`config.mk`:
```
export PLATFORM = sky130hd
export DESIGN_NAME = sync_reset_pipeline_flat
export DESIGN_NICKNAME = d
export VERILOG_FILES = /design/src/rtl/sync_reset_pipeline_if.sv /design/src/rtl/sync_reset_pipeline.sv /design/src/flat_wrapper.sv
export SDC_FILE = /design/constraint.sdc
export NUM_CORES = 1
export LEC_CHECK = 0
export ABC_AREA = 0
export CAP_MARGIN = 20
export CORE_UTILIZATION = 55
export DETAILED_ROUTE_END_ITERATION = 10
export GPL_ROUTABILITY_DRIVEN = 0
export PLACE_DENSITY = 0.83
export SYNTH_ARGS = -nofsm -noshare
export SYNTH_HDL_FRONTEND = slang
export SYNTH_SLANG_ARGS = --single-unit
export TNS_END_PERCENT = 30
```
`constraint.sdc`:
```
create_clock -name clk -period 4.35 [get_ports clk]
set_input_delay 0.435 -clock clk [delete_from_list [all_inputs] [get_ports clk]]
set_output_delay 0.435 -clock clk [all_outputs]
set_load 0.01 [all_outputs]
```
`src/rtl/sync_reset_pipeline_if.sv`:
```
// Valid/ready/data stream bundle used on both sides of sync_reset_pipeline.
//   valid : word offered by the master side
//   ready : slave side accepts the word this cycle
//   data  : the word, WIDTH bits
// master: drives valid/data, samples ready. slave: samples valid/data, drives ready.
interface sync_reset_pipeline_if #(
    parameter int WIDTH = 16
);
    logic             valid;
    logic             ready;
    logic [WIDTH-1:0] data;

    modport master (output valid, output data, input ready);
    modport slave  (input valid, input data, output ready);
endinterface

```
`src/rtl/sync_reset_pipeline.sv`:
```
// Elastic valid/ready register pipeline, STAGES deep, with a synchronous
// active-low reset and a synchronous soft flush.
// Ports:
//   clk         rising-edge clock
//   sync_rst_n  synchronous active-low reset
//   flush       synchronous soft clear, active high
//   in_if       producer side (slave modport): valid/data in, ready out
//   out_if      consumer side (master modport): valid/data out, ready in
//   occupancy   number of valid stages, registered
module sync_reset_pipeline #(
    parameter int WIDTH      = 16,
    parameter int STAGES     = 3,
    parameter bit CLEAR_DATA = 1'b1
) (
    input  logic                          clk,
    input  logic                          sync_rst_n,
    input  logic                          flush,
    sync_reset_pipeline_if.slave          in_if,
    sync_reset_pipeline_if.master         out_if,
    output logic [$clog2(STAGES+1)-1:0]   occupancy
);

    localparam int OCC_W = $clog2(STAGES + 1);

    logic [STAGES-1:0] valid_q;
    logic [WIDTH-1:0]  data_q [STAGES];
    logic [OCC_W-1:0]  occ_q;
    logic [OCC_W-1:0]  occ_d;
    logic [STAGES-1:0] stage_ready;
    logic              in_fire;
    logic              out_fire;

    // Stage i can load when out_ready is high or some stage from i up to the
    // output is empty; this is the unrolled form of ready[i]=!valid[i]||ready[i+1]
    // and avoids a self-referencing vector.
    always_comb begin
        logic full_above;
        full_above  = 1'b1;
        stage_ready = '0;
        for (int i = STAGES - 1; i >= 0; i--) begin
            full_above     = full_above && valid_q[i];
            stage_ready[i] = !full_above || out_if.ready;
        end
    end

    // Nothing is accepted while reset or flush is asserted.
    assign in_if.ready = sync_rst_n && !flush && stage_ready[0];
    assign in_fire     = in_if.valid && in_if.ready;
    assign out_fire    = valid_q[STAGES-1] && out_if.ready;
    assign occ_d       = occ_q + OCC_W'(in_fire) - OCC_W'(out_fire);

    always_ff @(posedge clk) begin
        if (!sync_rst_n || flush) begin
            valid_q <= '0;
            occ_q   <= '0;
            if (CLEAR_DATA) begin
                for (int i = 0; i < STAGES; i++) begin
                    data_q[i] <= '0;
                end
            end
        end else begin
            // Data only moves with a valid word, so the output register
            // keeps the last delivered word when a bubble passes through.
            if (stage_ready[0]) begin
                valid_q[0] <= in_if.valid;
                if (in_if.valid) begin
                    data_q[0] <= in_if.data;
                end
            end
            for (int i = 1; i < STAGES; i++) begin
                if (stage_ready[i]) begin
                    valid_q[i] <= valid_q[i-1];
                    if (valid_q[i-1]) begin
                        data_q[i] <= data_q[i-1];
                    end
                end
            end
            occ_q <= occ_d;
        end
    end

    assign out_if.valid = valid_q[STAGES-1];
    assign out_if.data  = data_q[STAGES-1];
    assign occupancy    = occ_q;

endmodule

```
`src/flat_wrapper.sv`:
```
// flat-port wrapper written by rule: the top's interface ports become plain ports
module sync_reset_pipeline_flat 
#(
    parameter int WIDTH      = 16,
    parameter int STAGES     = 3,
    parameter bit CLEAR_DATA = 1'b1
)
  (clk, sync_rst_n, flush, occupancy, in_if_valid, in_if_data, in_if_ready, out_if_valid, out_if_data, out_if_ready);
  sync_reset_pipeline_if #(.WIDTH(WIDTH)) in_if_i ();
  sync_reset_pipeline_if #(.WIDTH(WIDTH)) out_if_i ();
  input  logic clk;
  input  logic sync_rst_n;
  input  logic flush;
  output logic [$clog2(STAGES+1)-1:0] occupancy;
  input wire logic [$bits(in_if_i.valid)-1:0] in_if_valid;
  input wire logic [$bits(in_if_i.data)-1:0] in_if_data;
  output wire logic [$bits(in_if_i.ready)-1:0] in_if_ready;
  output wire logic [$bits(out_if_i.valid)-1:0] out_if_valid;
  output wire logic [$bits(out_if_i.data)-1:0] out_if_data;
  input wire logic [$bits(out_if_i.ready)-1:0] out_if_ready;
  assign in_if_i.valid = in_if_valid;
  assign in_if_i.data = in_if_data;
  assign in_if_ready = in_if_i.ready;
  assign out_if_valid = out_if_i.valid;
  assign out_if_data = out_if_i.data;
  assign out_if_i.ready = out_if_ready;
  sync_reset_pipeline #(.WIDTH(WIDTH), .STAGES(STAGES), .CLEAR_DATA(CLEAR_DATA)) u_core (.clk(clk), .sync_rst_n(sync_rst_n), .flush(flush), .in_if(in_if_i), .out_if(out_if_i), .occupancy(occupancy));
endmodule
```
==> results.md, run 1 <==
- Post-synthesis sequential area ratio: 0.654
- Via count: 1179
- Sink Count: 53
- Drt initial violations: 126
- Hold_buf cts: 0
- Critical path origin: out_if_ready
- First-pass GRT wire length: 4860 microns
- Area occupied by multi-input gates: 616 sq um
- Area leader, netlist: edfxtp_1
- Tmin final: 2.38 ns
- Antenna cells: 0
- Average wire per standard cell: 12.8 microns
- Routed wire length: 2980 microns
- CTS tree: done
- Combinational share of power: 0.081
- IO buf count: 40
- Relative slew slack: 0.588
- Number of top-level pins: 41
- Largest cells by area after synthesis: edfxtp_1 (61%), a21boi_2 (9.6%), a21boi_0 (8.9%)
- Crit Path Category: primary input to flop
- Root Buffer: clkbuf_8
- Clock Path Buffers: 2
- CTS Buf Count: 5
- Worst-margin pin slew: 0.616 ns
- Worst Hold End: u_core.data_q[0][17]
- Design Power: 998 uW
- Reg power frac: 0.595
- DR pass1 iterations: 5
- P&R area growth vs syn: 17.5%
- Internal Pwr Total: 806 uW
- Final Slew Violations: 0
- Max Cap Viol: 0
- Post-Syn Area: 2360 sq um
- Initial Util: 0.581
- Die Area: 4550 sq um
- Dpl cells: 224
- Final Hold Violating Endpoints: 0
- DRC viols: 0
- Worst-Skew Late Latency: 0.30 ns
- FF+latch count, synth: 53
- Core footprint: 4060 sq um
- Fmax: 420 MHz
- Setup violators final: 0
- Yosys top cell area share: 0.611
- Req. time, crit path: 4.27 ns
- Hold Path Class: flop to flop
- Worst Setup Start Kind: primary input
- GRT overflow: 0
- Post-route clock period utilization: 0.548
- Final Non-Filler Cells: 232
- R2R depth: 4
- Tot GR Track Use: 0.154
- Reg2reg setup slack: 2.15 ns
- FF+latch area: 1540 sq um
- Yosys cell types: 24
- HPWL after DPL: 2090 microns
- Vias per inst: 5.08
- CTS resizes: 0
- Row count: 23
- Leak Pwr: 0.990 nW
- Clk slew on worst S/H paths: 0.09 ns
- Vias in the first global route: 1065
- Net Sw Frac: 0.193
- Crit path max fanout: 33
- Setup TNS Final: 0 ns
- Nets@finish: 204
- Fin worst setup slack: 1.97 ns
- Initial antenna violation count: 0
- ANT nets after route: 0
- Outcome: completed
- Filler cell count: 280
- Syn_area_per_cell: 14.9 sq um
- PwrDens: 360 nW/um^2
- Pin count of the biggest net entering global routing: 49
- Die H: 67.5 microns
- Final core utilization: 0.682
- Syn Nets: 181
- Hold_sp: u_core.data_q[0][1]
- WP data arrival: 2.30 ns
- Clock power frac: 0.324
- Total of warnings raised by yosys: 0
- H-tree levels: 2
- R2r startpoint: u_core.valid_q[1]
- Chip Width: 67.5 microns
- Setup Fix Bufs, Post-CTS: 0
- Hold Path Depth: 1
- Pre-CTS setup slack: 1.63 ns
- RSZ-0062 raised after global routing: false
- Sw Pwr: 192 uW
- Mapped Cells: 158
- Endpoint class of the critical path: flop
- VDD IR max: 0.000190 V
- Layout Skew: 0.00349 ns
- Share of layout cells above drive strength 1: 0.176
- Critical R2R Capture: u_core.data_q[0][10]
[worst max-delay path: stages]
cell and delay (ns):
clkdlybuf4s50_1 0.46, nand4b_1 0.24, nand3_2 0.25, buf_4 0.42, nand2_1 0.47
[placed cells by master, fill, tap and decap left out]
| master | synthesis | final |
|---|---|---|
| nand3b_1 | 1 | 1 |
| a21boi_2 | 20 | 20 |
| clkdlybuf4s50_1 | 0 | 40 |
| o211ai_4 | 0 | 1 |
| and2_1 | 1 | 1 |
| dfxtp_1 | 5 | 5 |
| buf_4 | 18 | 2 |
| clkbuf_8 | 0 | 5 |
| a21boi_0 | 28 | 28 |
| nand2_1 | 4 | 4 |
| a21oi_1 | 3 | 3 |
| xnor2_1 | 1 | 1 |
| or2b_1 | 1 | 1 |
| bufinv_16 | 0 | 1 |
| edfxtp_1 | 48 | 48 |
| nand4b_1 | 1 | 1 |
| and3b_1 | 1 | 1 |
| inv_1 | 6 | 6 |
| xor2_1 | 1 | 1 |
| nand3_2 | 0 | 1 |
| ha_1 | 2 | 2 |
| nor2b_4 | 1 | 1 |
| clkinv_4 | 0 | 1 |
| o21ai_0 | 1 | 1 |
| clkbuf_1 | 2 | 1 |
| nor2_1 | 5 | 5 |
[Yosys cell counts]
cell / n
dfxtp_1: 5
nand4b_1: 1
a21oi_1: 3
buf_6: 3
o211ai_2: 1
nor2b_4: 1
inv_1: 6
nand3_1: 1
clkbuf_1: 2
xor2_1: 1
ha_1: 2
buf_2: 3
o21ai_0: 1
nand2_1: 4
a21boi_0: 28
xnor2_1: 1
nor2_1: 5
and3b_1: 1
nand3b_1: 1
edfxtp_1: 48
buf_4: 18
or2b_1: 1
and2_1: 1
a21boi_2: 20
[power groups by stage]
stage                     logic, mW  clock network, mW  registers [mW]
after floorplan              0.0526                  0           0.603
after global placement       0.0788                  0           0.604
after detailed placement     0.0812                  0           0.606
after CTS                    0.0813              0.328           0.594
after global routing         0.0876              0.353           0.597
final                        0.0803              0.324           0.594
[layout make-up]
cell class	instances	share of cell area
flip-flops and latches	53	0.557
multi-input cells	73	0.222
repair buffers	42	0.150
clock buffers	6	0.0262
well taps	50	0.0226
clock inverters	2	0.0140
inverters	6	0.00813
[registers in the layout (all words and copies together) (netlist names)]
| name | cells |
|---|---|
| u_core.occupancy | 2 |
| u_core.data_q | 48 |
| u_core.valid_q | 3 |
[routing by layer]
metal / track usage / share of wire
met5: 0 / 0
met4: 0.104 / 0.014
met3: 0.0405 / 0.054
met2: 0.251 / 0.51
met1: 0.177 / 0.42
[cells by family (layout without fill, tap and decap cells)]
logic type      Yosys count  in the layout  share of synthesized area
simple gates             16             16                     0.0387
flops                    53             53                      0.654
xor+xnor                  2              2                    0.00743
buf+inv                  32             56                     0.0908
compound gates           53             53                      0.199
fa+ha+maj                 2              2                     0.0106
[per-stage QoR]
step	cell area (sq um)	hold WS (ns)
after floorplan	2360	0.509
after global placement	2660	0.542
after detailed placement	2660	0.548
after CTS	2770	0.572
after global routing	2770	0.577
final	2770	0.569
[how the worst max path moves through the flow]
stage | to | slack [ns]
CTS | u_core.data_q[0][10] | 1.95
floorplan | u_core.data_q[0][0] | 2.66
detailed placement | u_core.data_q[0][10] | 1.63
global route | u_core.data_q[0][2] | 1.78
finish | u_core.data_q[0][10] | 1.97
global placement | u_core.data_q[0][10] | 1.72
Power figures use the tool's default switching activity.
==> run 2: changes to the inputs <==
--- a/config.mk
+++ b/config.mk
@@ -7,10 +7,10 @@
 export LEC_CHECK = 0
 export ABC_AREA = 0
 export CAP_MARGIN = 20
-export CORE_UTILIZATION = 55
+export CORE_UTILIZATION = 47
 export DETAILED_ROUTE_END_ITERATION = 10
 export GPL_ROUTABILITY_DRIVEN = 0
-export PLACE_DENSITY = 0.83
+export PLACE_DENSITY = 0.75
 export SYNTH_ARGS = -nofsm -noshare
 export SYNTH_HDL_FRONTEND = slang
 export SYNTH_SLANG_ARGS = --single-unit
==> constraint.sdc (replaced) <==
create_clock -name clk -period 2 [get_ports clk]
set_input_delay 0.2 -clock clk [delete_from_list [all_inputs] [get_ports clk]]
set_output_delay 0.2 -clock clk [all_outputs]
set_load 0.01 [all_outputs]
==> results.md, run 2 (same netlist as run 1, synthesis figures left out) <==
- Filler cell count: 370 (+32%)
- Largest Register: u_core.data_q
- HPWL after DPL: 2060 microns (-1.3%)
- Leak Pwr: 1.01 nW (+1.9%)
- Final Hold Violating Endpoints: 0 (unchanged)
- Die Area: 5300 sq um (+17%)
- Outcome: completed
- DR pass1 iterations: 4 (-1)
- Combinational share of power: 0.088 (+0.007)
- Dpl cells: 244 (+8.9%)
- First-pass GRT wire length: 4690 microns (-3.5%)
- Antenna cells: 0 (unchanged)
- IO buf count: 40 (unchanged)
- ANT nets after route: 0 (unchanged)
- Sw Pwr: 428 uW (+120%)
- Routed wire length: 2780 microns (-6.5%)
- Reg power frac: 0.624 (+0.029)
- Drt initial violations: 40 (-68%)
- Row count: 25 (+8.7%)
- Fmax: 538 MHz
- Relative slew slack: 0.729 (+0.141)
- Via count: 1166 (-1.1%)
- CTS Buf Count: 5 (unchanged)
- Commonest non-fill, non-tap cells in the layout: edfxtp_1 (48), clkdlybuf4s50_1 (40), a21boi_0 (28)
- DRC viols: 0 (unchanged)
- Hold_buf cts: 0 (unchanged)
- PwrDens: 732 nW/um^2 (+100%)
- WP data arrival: 1.66 ns (-0.64 ns)
- Hold Path Class: primary input to flop
- Endpoint class of the critical path: output pin
- Share of layout cells above drive strength 1: 0.195 (+0.0188)
- Crit path max fanout: 5 (-85%)
- H-tree levels: 2 (unchanged)
- Req. time, crit path: 1.80 ns (-2.47 ns)
- Sink Count: 53 (unchanged)
- Clk slew on worst S/H paths: 0.09 ns (about the same)
- Root Buffer: clkbuf_8
- Die H: 72.8 microns (+7.9%)
- Clock Path Buffers: 2 (unchanged)
- Worst Setup Start Kind: primary input
- Initial antenna violation count: 0 (unchanged)
- Worst-Skew Late Latency: 0.30 ns (about the same)
- Net Sw Frac: 0.207 (+0.0143)
- Pin count of the biggest net entering global routing: 49 (unchanged)
- Internal Pwr Total: 1.64 mW (+100%)
- Core footprint: 4790 sq um (+18%)
- Clock power frac: 0.287 (-0.037)
- Final Non-Filler Cells: 252 (+8.6%)
- VDD IR max: 0.000332 V (+74%)
- Post-route clock period utilization: 0.930
- Average wire per standard cell: 11.0 microns (-14%)
- Crit Path Category: primary input to output pin
- Setup violators final: 0 (unchanged)
- Nets@finish: 207 (+1.5%)
- FF+latch area: 1540 sq um (unchanged)
- Area occupied by multi-input gates: 616 sq um (unchanged)
- RSZ-0062 raised after global routing: false
- GRT overflow: 0 (unchanged)
- Layout Skew: 0.00580 ns (+0.00230 ns)
- P&R area growth vs syn: 19.7%
- CTS tree: done
- Tot GR Track Use: 0.118 (-0.0363)
- Chip Width: 72.8 microns (+7.9%)
- Setup TNS Final: 0 ns (unchanged)
- Max reg flops: 48 (unchanged)
- Max Cap Viol: 0 (unchanged)
- Vias per inst: 4.63 (-9.0%)
- CTS resizes: 0 (unchanged)
- Tmin final: 1.86 ns
- Setup Fix Bufs, Post-CTS: 0 (unchanged)
- Final Slew Violations: 0 (unchanged)
- Initial Util: 0.493 (-0.0884)
- Vias in the first global route: 1081 (+1.5%)
- Commonest non-fill, non-tap cell in the layout: edfxtp_1
- Number of top-level pins: 41 (unchanged)
- Worst-margin pin slew: 0.404 ns (-0.212 ns)
[run 2: changes by cell type in the layout (fill, tap and decap cells not counted), sizes merged]
| cell | before | now |
|---|---|---|
| inv | 6 | 7 |
| clkinv | 1 | 2 |
| clkbuf | 6 | 5 |
| buf | 2 | 5 |
| bufinv | 1 | 0 |
[run 2: worst max-delay path: stages]
cell and delay, ns:
clkdlybuf4s50_1 0.46, or2b_1 0.30, a21oi_1 0.14, clkdlybuf4s50_1 0.55
[run 2: final timing paths]
path | from | end | slack, ns | cells past startpoint
max | flush | in_if_ready | 0.14 | 4
min | in_if_valid | u_core.valid_q[0] | 0.52 | 3
max reg2reg | u_core.valid_q[2] | u_core.occupancy[1] | 0.45 | 8
min reg2reg | u_core.data_q[0][5] | u_core.data_q[0][21] | 0.56 | 1
[run 2: per-layer routing]
layer  GRT usage  wire length (microns)  share of wire  vias to the layer above
met5           0                      0              0                        -
met4      0.0523                     26         0.0093                        0
met3      0.0331                    141          0.051                        2
met2       0.207                   1420           0.51                       32
met1       0.134                   1200           0.43                      527
li1            -                      -              -                      605
[run 2: per-stage QoR]
stage	util	hold slack, ns	setup WS (ns)	total power, mW	cell area [sq um]
3_3_place_gp	0.570	0.545	0.186	1.49	2730
6_report	0.590	0.517	0.140	2.07	2820
3_5_place_dp	0.570	0.547	0.138	1.50	2730
2_1_floorplan	-	0.329	0.431	1.43	2360
5_1_grt	0.590	0.500	0.0499	2.15	2820
4_1_cts	0.590	0.493	0.140	2.09	2820
[run 2: final cells by class]
cell class | instances | share of cell area
well taps | 67 | 0.0297
clock buffers | 5 | 0.0244
clock inverters | 3 | 0.00931
inverters | 6 | 0.00798
multi-input cells | 73 | 0.218
flip-flops and latches | 53 | 0.546
repair buffers | 45 | 0.164
[run 2: power groups by stage]
| stage | combinational (mW) | clock (mW) | sequential (mW) |
|---|---|---|---|
| 6_report | 0.183 | 0.593 | 1.29 |
| 5_1_grt | 0.198 | 0.651 | 1.30 |
| 4_1_cts | 0.185 | 0.617 | 1.29 |
| 3_5_place_dp | 0.185 | 0 | 1.32 |
| 3_3_place_gp | 0.180 | 0 | 1.31 |
| 2_1_floorplan | 0.114 | 0 | 1.31 |
==> run 3: changes to the inputs <==
--- a/config.mk
+++ b/config.mk
@@ -5,7 +5,7 @@
 export SDC_FILE = /design/constraint.sdc
 export NUM_CORES = 1
 export LEC_CHECK = 0
-export ABC_AREA = 0
+export ABC_AREA = 1
 export CAP_MARGIN = 20
 export CORE_UTILIZATION = 47
 export DETAILED_ROUTE_END_ITERATION = 10
==> results.md, run 3 <==
- Outcome: completed
- Reg2reg setup slack: 0.48 ns (+0.03 ns)
- Core footprint: 4850 sq um (+1.3%)
- Primary FF master, synth: edfxtp_1
- Syn_area_per_cell: 11.4 sq um (-23%)
- Leak Pwr: 1.14 nW (+13%)
- R2r startpoint: u_core.valid_q[2]
- Die H: 74.0 microns (+1.6%)
- Sink Count: 53 (unchanged)
- Minimum hold slack: 0.519 ns (+0.00187 ns)
- DRC viols: 0 (unchanged)
- Worst Setup Start Kind: flop
- Top cells by count, synth: inv_1 (56), edfxtp_1 (48), a21oi_1 (31)
- Combinational share of power: 0.095 (+0.007)
- P&R area growth vs syn: 18.1%
- Tot GR Track Use: 0.121 (+0.00300)
- Worst-Skew Late Latency: 0.31 ns (about the same)
- Critical path depth: 4 (unchanged)
- Crit path max-delay family: buffers and inverters
- Synth Area in Compound Gates: 0.138 (-0.0609)
- Via count: 1318 (+13%)
- VDD IR max: 0.000302 V (-8.9%)
- Total of warnings raised by yosys: 0 (unchanged)
- Pin count of the biggest net entering global routing: 49 (unchanged)
- PwrDens: 727 nW/um^2 (-0.67%)
- CTS Buf Count: 5 (unchanged)
- Post-synthesis sequential area ratio: 0.633 (-0.0212)
- WP data arrival: 1.57 ns (-0.09 ns)
- Initial antenna violation count: 0 (unchanged)
- Mapped Cells: 213 (+35%)
- Synth Area in Simple Gates: 0.0426 (+0.00388)
- Layout Skew: 0.0114 ns (+0.00562 ns)
- Vias in the first global route: 1126 (+4.2%)
- Final Slew Violations: 0 (unchanged)
- GRT overflow: 0 (unchanged)
- Largest Register: u_core.data_q
- Synthesized-area fraction occupied by adder cells: 0.0103 (-0.000343)
- Largest cells by area after synthesis: edfxtp_1 (59%), inv_1 (8.6%), a21oi_2 (7.2%)
- Pre-CTS setup slack: 0.184 ns (+0.0459 ns)
- Post-Syn Area: 2440 sq um (+3.3%)
- H-tree levels: 2 (unchanged)
- DR pass1 iterations: 4 (unchanged)
- R2R depth: 6 (-2)
- ANT nets after route: 0 (unchanged)
- Dpl cell area: 2780 sq um (+2.1%)
- Fin worst setup slack: 0.235 ns (+0.0946 ns)
- CTS tree: done
- Max Cap Viol: 0 (unchanged)
- Design Power: 2.09 mW (+1.3%)
- Hold Path Class: primary input to flop
- RSZ-0062 raised after global routing: false
- Dpl cells: 299 (+23%)
- Initial Util: 0.502 (+0.00990)
- FF+latch count, synth: 53 (unchanged)
- Number of synthesized flops with an enable pin: 48 (unchanged)
- Antenna cells: 0 (unchanged)
- Setup violators final: 0 (unchanged)
- Main combinational cell family by area after synthesis: buffers and inverters
- Routed wire length: 2880 microns (+3.5%)
- Fmax: 567 MHz (+5.4%)
- Endpoint class of the critical path: output pin
- Most frequent cell after synthesis: inv_1
- Final core utilization: 0.594 (+0.00401)
- Hold_buf cts: 0 (unchanged)
- Final Non-Filler Cells: 307 (+22%)
- Tmin final: 1.77 ns (-0.0946 ns)
- Xor-xnor portion of the synthesized cell area: 0.00360 (-0.00384)
- Clk slew on worst S/H paths: 0.09 ns (about the same)
- Worst path cell trace: nand2_1 > nor2_2 > a21oi_1 > clkdlybuf4s50_1
- Clock Path Buffers: 2 (unchanged)
- Average wire per standard cell: 9.37 microns (-15%)
- Chip Width: 74.0 microns (+1.6%)
- Clock power frac: 0.290 (+0.003)
- IO buf count: 40 (unchanged)
- Post-synth ARST share: 0 (unchanged)
- Yosys top cell area share: 0.592 (-0.0198)
- Setup Fix Bufs, Post-CTS: 0 (unchanged)
- Die Area: 5480 sq um (+3.3%)
- HPWL after DPL: 1990 microns (-3.7%)
- Sw Pwr: 465 uW (+8.8%)
- Critical path origin: u_core.valid_q[2]
- Proportion of synthesized area in mux cells: 0 (unchanged)
- Reg power frac: 0.616 (-0.008)
- Crit Path Category: flop to output pin
- CP peak stage delay: 0.50 ns (-0.05 ns)
- CTS resizes: 0 (unchanged)
- Syn Nets: 236 (+30%)
- Max reg flops: 48 (unchanged)
- Req. time, crit path: 1.80 ns (about the same)
- Setup TNS Final: 0 ns (unchanged)
- Bufs and invs on worst path: 1 (-1)
- Number of top-level pins: 41 (unchanged)
- Root Buffer: clkbuf_8
- Relative slew slack: 0.838 (+0.109)
- First-pass GRT wire length: 4920 microns (+5.0%)
- Drt initial violations: 92 (+130%)
- Slowest CP cell: clkdlybuf4s50_1
- Final instance area: 2880 sq um (+2.0%)
- Critical Path End: in_if_ready
- Share of layout cells above drive strength 1: 0.175 (-0.0196)
- Commonest non-fill, non-tap cell in the layout: inv_1
- Yosys cell types: 21 (-13%)
- Critical R2R Capture: u_core.data_q[0][37]
- Crit path max fanout: 5 (unchanged)
- Nets@finish: 262 (+27%)
- Worst-margin pin slew: 0.243 ns (-0.161 ns)
- Row count: 25 (unchanged)
- Vias per inst: 4.29 (-7.2%)
- Internal Pwr Total: 1.63 mW (-0.65%)
- Post-route clock period utilization: 0.883 (-0.0473)
- Area leader, netlist: edfxtp_1
- Net Sw Frac: 0.222 (+0.0153)
- Commonest non-fill, non-tap cells in the layout: inv_1 (56), edfxtp_1 (48), clkdlybuf4s50_1 (40)
- Final Hold Violating Endpoints: 0 (unchanged)
[run 3: changes by cell type after synthesis, moves of 3 or more]
cell,before,now
a21boi_0,28,0
nand2_1,4,8
a21oi_2,0,20
nand2_2,0,3
a21boi_2,20,0
a21oi_1,3,31
inv_1,6,56
[run 3: worst min path at each step]
stage	end	slack (ns)	start	cells past startpoint
2_1_floorplan	u_core.valid_q[0]	0.33	in_if_valid	2
3_3_place_gp	u_core.valid_q[2]	0.53	u_core.valid_q[1]	2
3_5_place_dp	u_core.valid_q[2]	0.53	u_core.valid_q[1]	2
4_1_cts	u_core.valid_q[0]	0.50	in_if_valid	3
5_1_grt	u_core.data_q[0][1]	0.51	in_if_data[1]	3
6_report	u_core.valid_q[0]	0.52	in_if_valid	3
[run 3: power groups by stage]
stage / Clock [mW] / Sequential [mW] / Combinational, mW
2_1_floorplan: 0 / 1.31 / 0.127
3_3_place_gp: 0 / 1.31 / 0.196
3_5_place_dp: 0 / 1.31 / 0.200
4_1_cts: 0.618 / 1.29 / 0.200
5_1_grt: 0.665 / 1.30 / 0.220
6_report: 0.606 / 1.29 / 0.198
[run 3: kinds of logic (layout without fill, tap and decap cells)]
kind of cell | after synthesis | after routing
xor gates and xnor gates | 1 | 1
buffers and inverters | 84 | 111
DFF | 53 | 53
adders and majority gates | 2 | 2
and+or+nand+nor | 21 | 21
AOI/OAI and AO/OA | 52 | 52
[run 3: layout make-up]
| type | instances | area (sq um) |
|---|---|---|
| fill | 390 | 1970 |
| sequential | 53 | 1540 |
| multi-input combinational | 76 | 478 |
| timing repair buffer | 45 | 463 |
| inverter | 58 | 218 |
| tap | 67 | 83.8 |
| clock buffer | 5 | 68.8 |
| clock inverter | 3 | 25.0 |
[run 3: tightest hold or removal path, cell delays in order]
cell and delay, ns:
clkdlybuf4s50_1 0.45, inv_1 0.07, a21oi_1 0.06
[run 3: routing by layer]
layer	track usage	part of all wire	wire, microns	up-vias
met5	0	0	0	-
met4	0.0705	0.028	82	0
met3	0.0366	0.050	145	9
met2	0.186	0.45	1280	38
met1	0.152	0.47	1370	555
li1	-	-	-	716
==> variant (flow settings as in run 2) <==
`WIDTH` is set to 16 in 3 places; all go to 18.
--- a/src/rtl/sync_reset_pipeline_if.sv
+++ b/src/rtl/sync_reset_pipeline_if.sv
@@ -6,3 +6,3 @@
 interface sync_reset_pipeline_if #(
-    parameter int WIDTH = 16
+    parameter int WIDTH = 18
 );
--- a/src/rtl/sync_reset_pipeline.sv
+++ b/src/rtl/sync_reset_pipeline.sv
@@ -10,3 +10,3 @@
 module sync_reset_pipeline #(
-    parameter int WIDTH      = 16,
+    parameter int WIDTH      = 18,
     parameter int STAGES     = 3,
--- a/src/flat_wrapper.sv
+++ b/src/flat_wrapper.sv
@@ -3,3 +3,3 @@
 #(
-    parameter int WIDTH      = 16,
+    parameter int WIDTH      = 18,
     parameter int STAGES     = 3,
Ports: changed (resized in_if_data and out_if_data); port bits go from 41 to 45. No check against the original RTL was run, so the function may have changed too.
==> variant against run 2 <==
- routed wire length up 21%
- synthesized area up 15%
- design area up 14%
- maximum frequency up 2.4%
- worst setup slack better by 0.043 ns
- sequential cell count up 6
- power up 28%
- critical path type is now flip-flop to primary output
==> variant: results (changes against run 2) <==
| Metric | Value |
|---|---|
| VDD IR max | 0.527 mV (was 0.332 mV) |
| DR vias | 1303 (was 1166) |
| Synth cell types | 25 (was 24) |
| Pleak | 0.00116 uW (was 0.00101 uW) |
| Number of multi-input logic gates | 79 (was 73) |
| Nets@finish | 230 (was 207) |
| M1 WL | 1.56 mm (was 1.20 mm) |
| Multi-input combinational area share | 0.213 (was 0.218) |
| Clk pin slew, worst setup/hold paths | 0.06 ns (was 0.09 ns) |
| Drt total wl | 3.36 mm (was 2.78 mm) |
| Comb. pwr | 208 uW (was 183 uW) |
| Layout cell share with drive strength beyond 1 | 0.238 (was 0.195) |
| Vias in the first global route | 1242 (was 1081) |
| Sequential cell area share | 0.536 (was 0.546) |
| NetSw | 531 uW (was 428 uW) |
| Max FFs per register | 54 (was 48) |
| Max FO, Critical Path | 6 (was 5) |
| Worst Max-Slew Pin Slew | 0.287 ns (was 0.404 ns) |
| CLK BUF | 10 (was 5) |
| GRT Overall Usage | 0.133 (was 0.118) |
| DR WL met2 | 1.47 mm (was 1.42 mm) |
| Grt met1 use | 0.163 (was 0.134) |
| Synth cell count leaders | 54 x edfxtp_1, 27 x a21boi_2, 18 x buf_4 (was 48 x edfxtp_1, 28 x a21boi_0, 20 x a21boi_2) |
| IO Port Bufs | 44 (was 40) |
| Non-CTS buffers | 50 (was 45) |
| EDFF count, synth | 54 (was 48) |
| Worst-case clock buffer depth | 2 (unchanged) |
| GR Util met3 | 0.0500 (was 0.0331) |
| Status | completed (unchanged) |
| Routed wl met3 | 223 um (was 141 um) |
| Compound-cell area share of the yosys netlist | 0.202 (was 0.199) |
| Synth Area in Adders | 0.00921 (was 0.0106) |
| YS warnings | 0 (unchanged) |
| Non-clock buffer share | 0.159 (was 0.164) |
| M2 GR Usage | 0.189 (was 0.207) |
| H-tree depth | 3 (was 2) |
| Global-route wire length before repair | 5.82 mm (was 4.69 mm) |
| Iter 0 DRT Violations | 70 (was 40) |
| Skew-Pair Late Insertion Delay | 0.34 ns (was 0.30 ns) |
| Sink Count | 59 (was 53) |
| CP arrival | 1.62 ns (was 1.66 ns) |
| Clock network fraction of total power | 0.376 (was 0.287) |
| Syn nets | 198 (was 181) |
| Multiplexer share of the synthesized area | 0 (unchanged) |
| Skew final | 0.00568 ns (was 0.00580 ns) |
| Top post-synthesis cells by area | edfxtp_1 60%, a21boi_2 11%, buf_4 5.0% (was edfxtp_1 61%, a21boi_2 9.6%, a21boi_0 8.9%) |
| Synth Area in XOR/XNOR | 0.00645 (was 0.00743) |
| TritonCTS Buffers | 9 (was 5) |
[variant: cell types whose count changed in the layout (fill, tap and decap cells not counted), sizes merged, moves of 2 or more]
cell | before | now
edfxtp | 48 | 54
clkdlybuf4s50 | 40 | 44
clkbuf | 5 | 10
a21boi | 48 | 54
clkinv | 2 | 4
[variant: metrics by stage]
step                      total power [uW]  cells   util  instance area [um2]  worst slack (ns)
final                                 2640    282  0.580                 3210             0.183
after global routing                  2750    282  0.580                 3210             0.119
after CTS                             2670    282  0.580                 3210             0.160
after detailed placement              1680    266  0.547                 3030             0.161
after global placement                1670    266  0.547                 3030             0.217
after floorplan                       1610    173      -                 2720             0.333
[variant: final timing paths]
kind                                     startpoint              endpoint  slack (ns)  cells after the start
worst max-delay path              u_core.valid_q[1]           in_if_ready        0.18                      3
worst min-delay path                    in_if_valid     u_core.valid_q[0]        0.49                      3
worst min register to register  u_core.data_q[0][6]  u_core.data_q[0][24]        0.56                      1
worst max register to register    u_core.valid_q[1]   u_core.occupancy[1]        0.46                      7
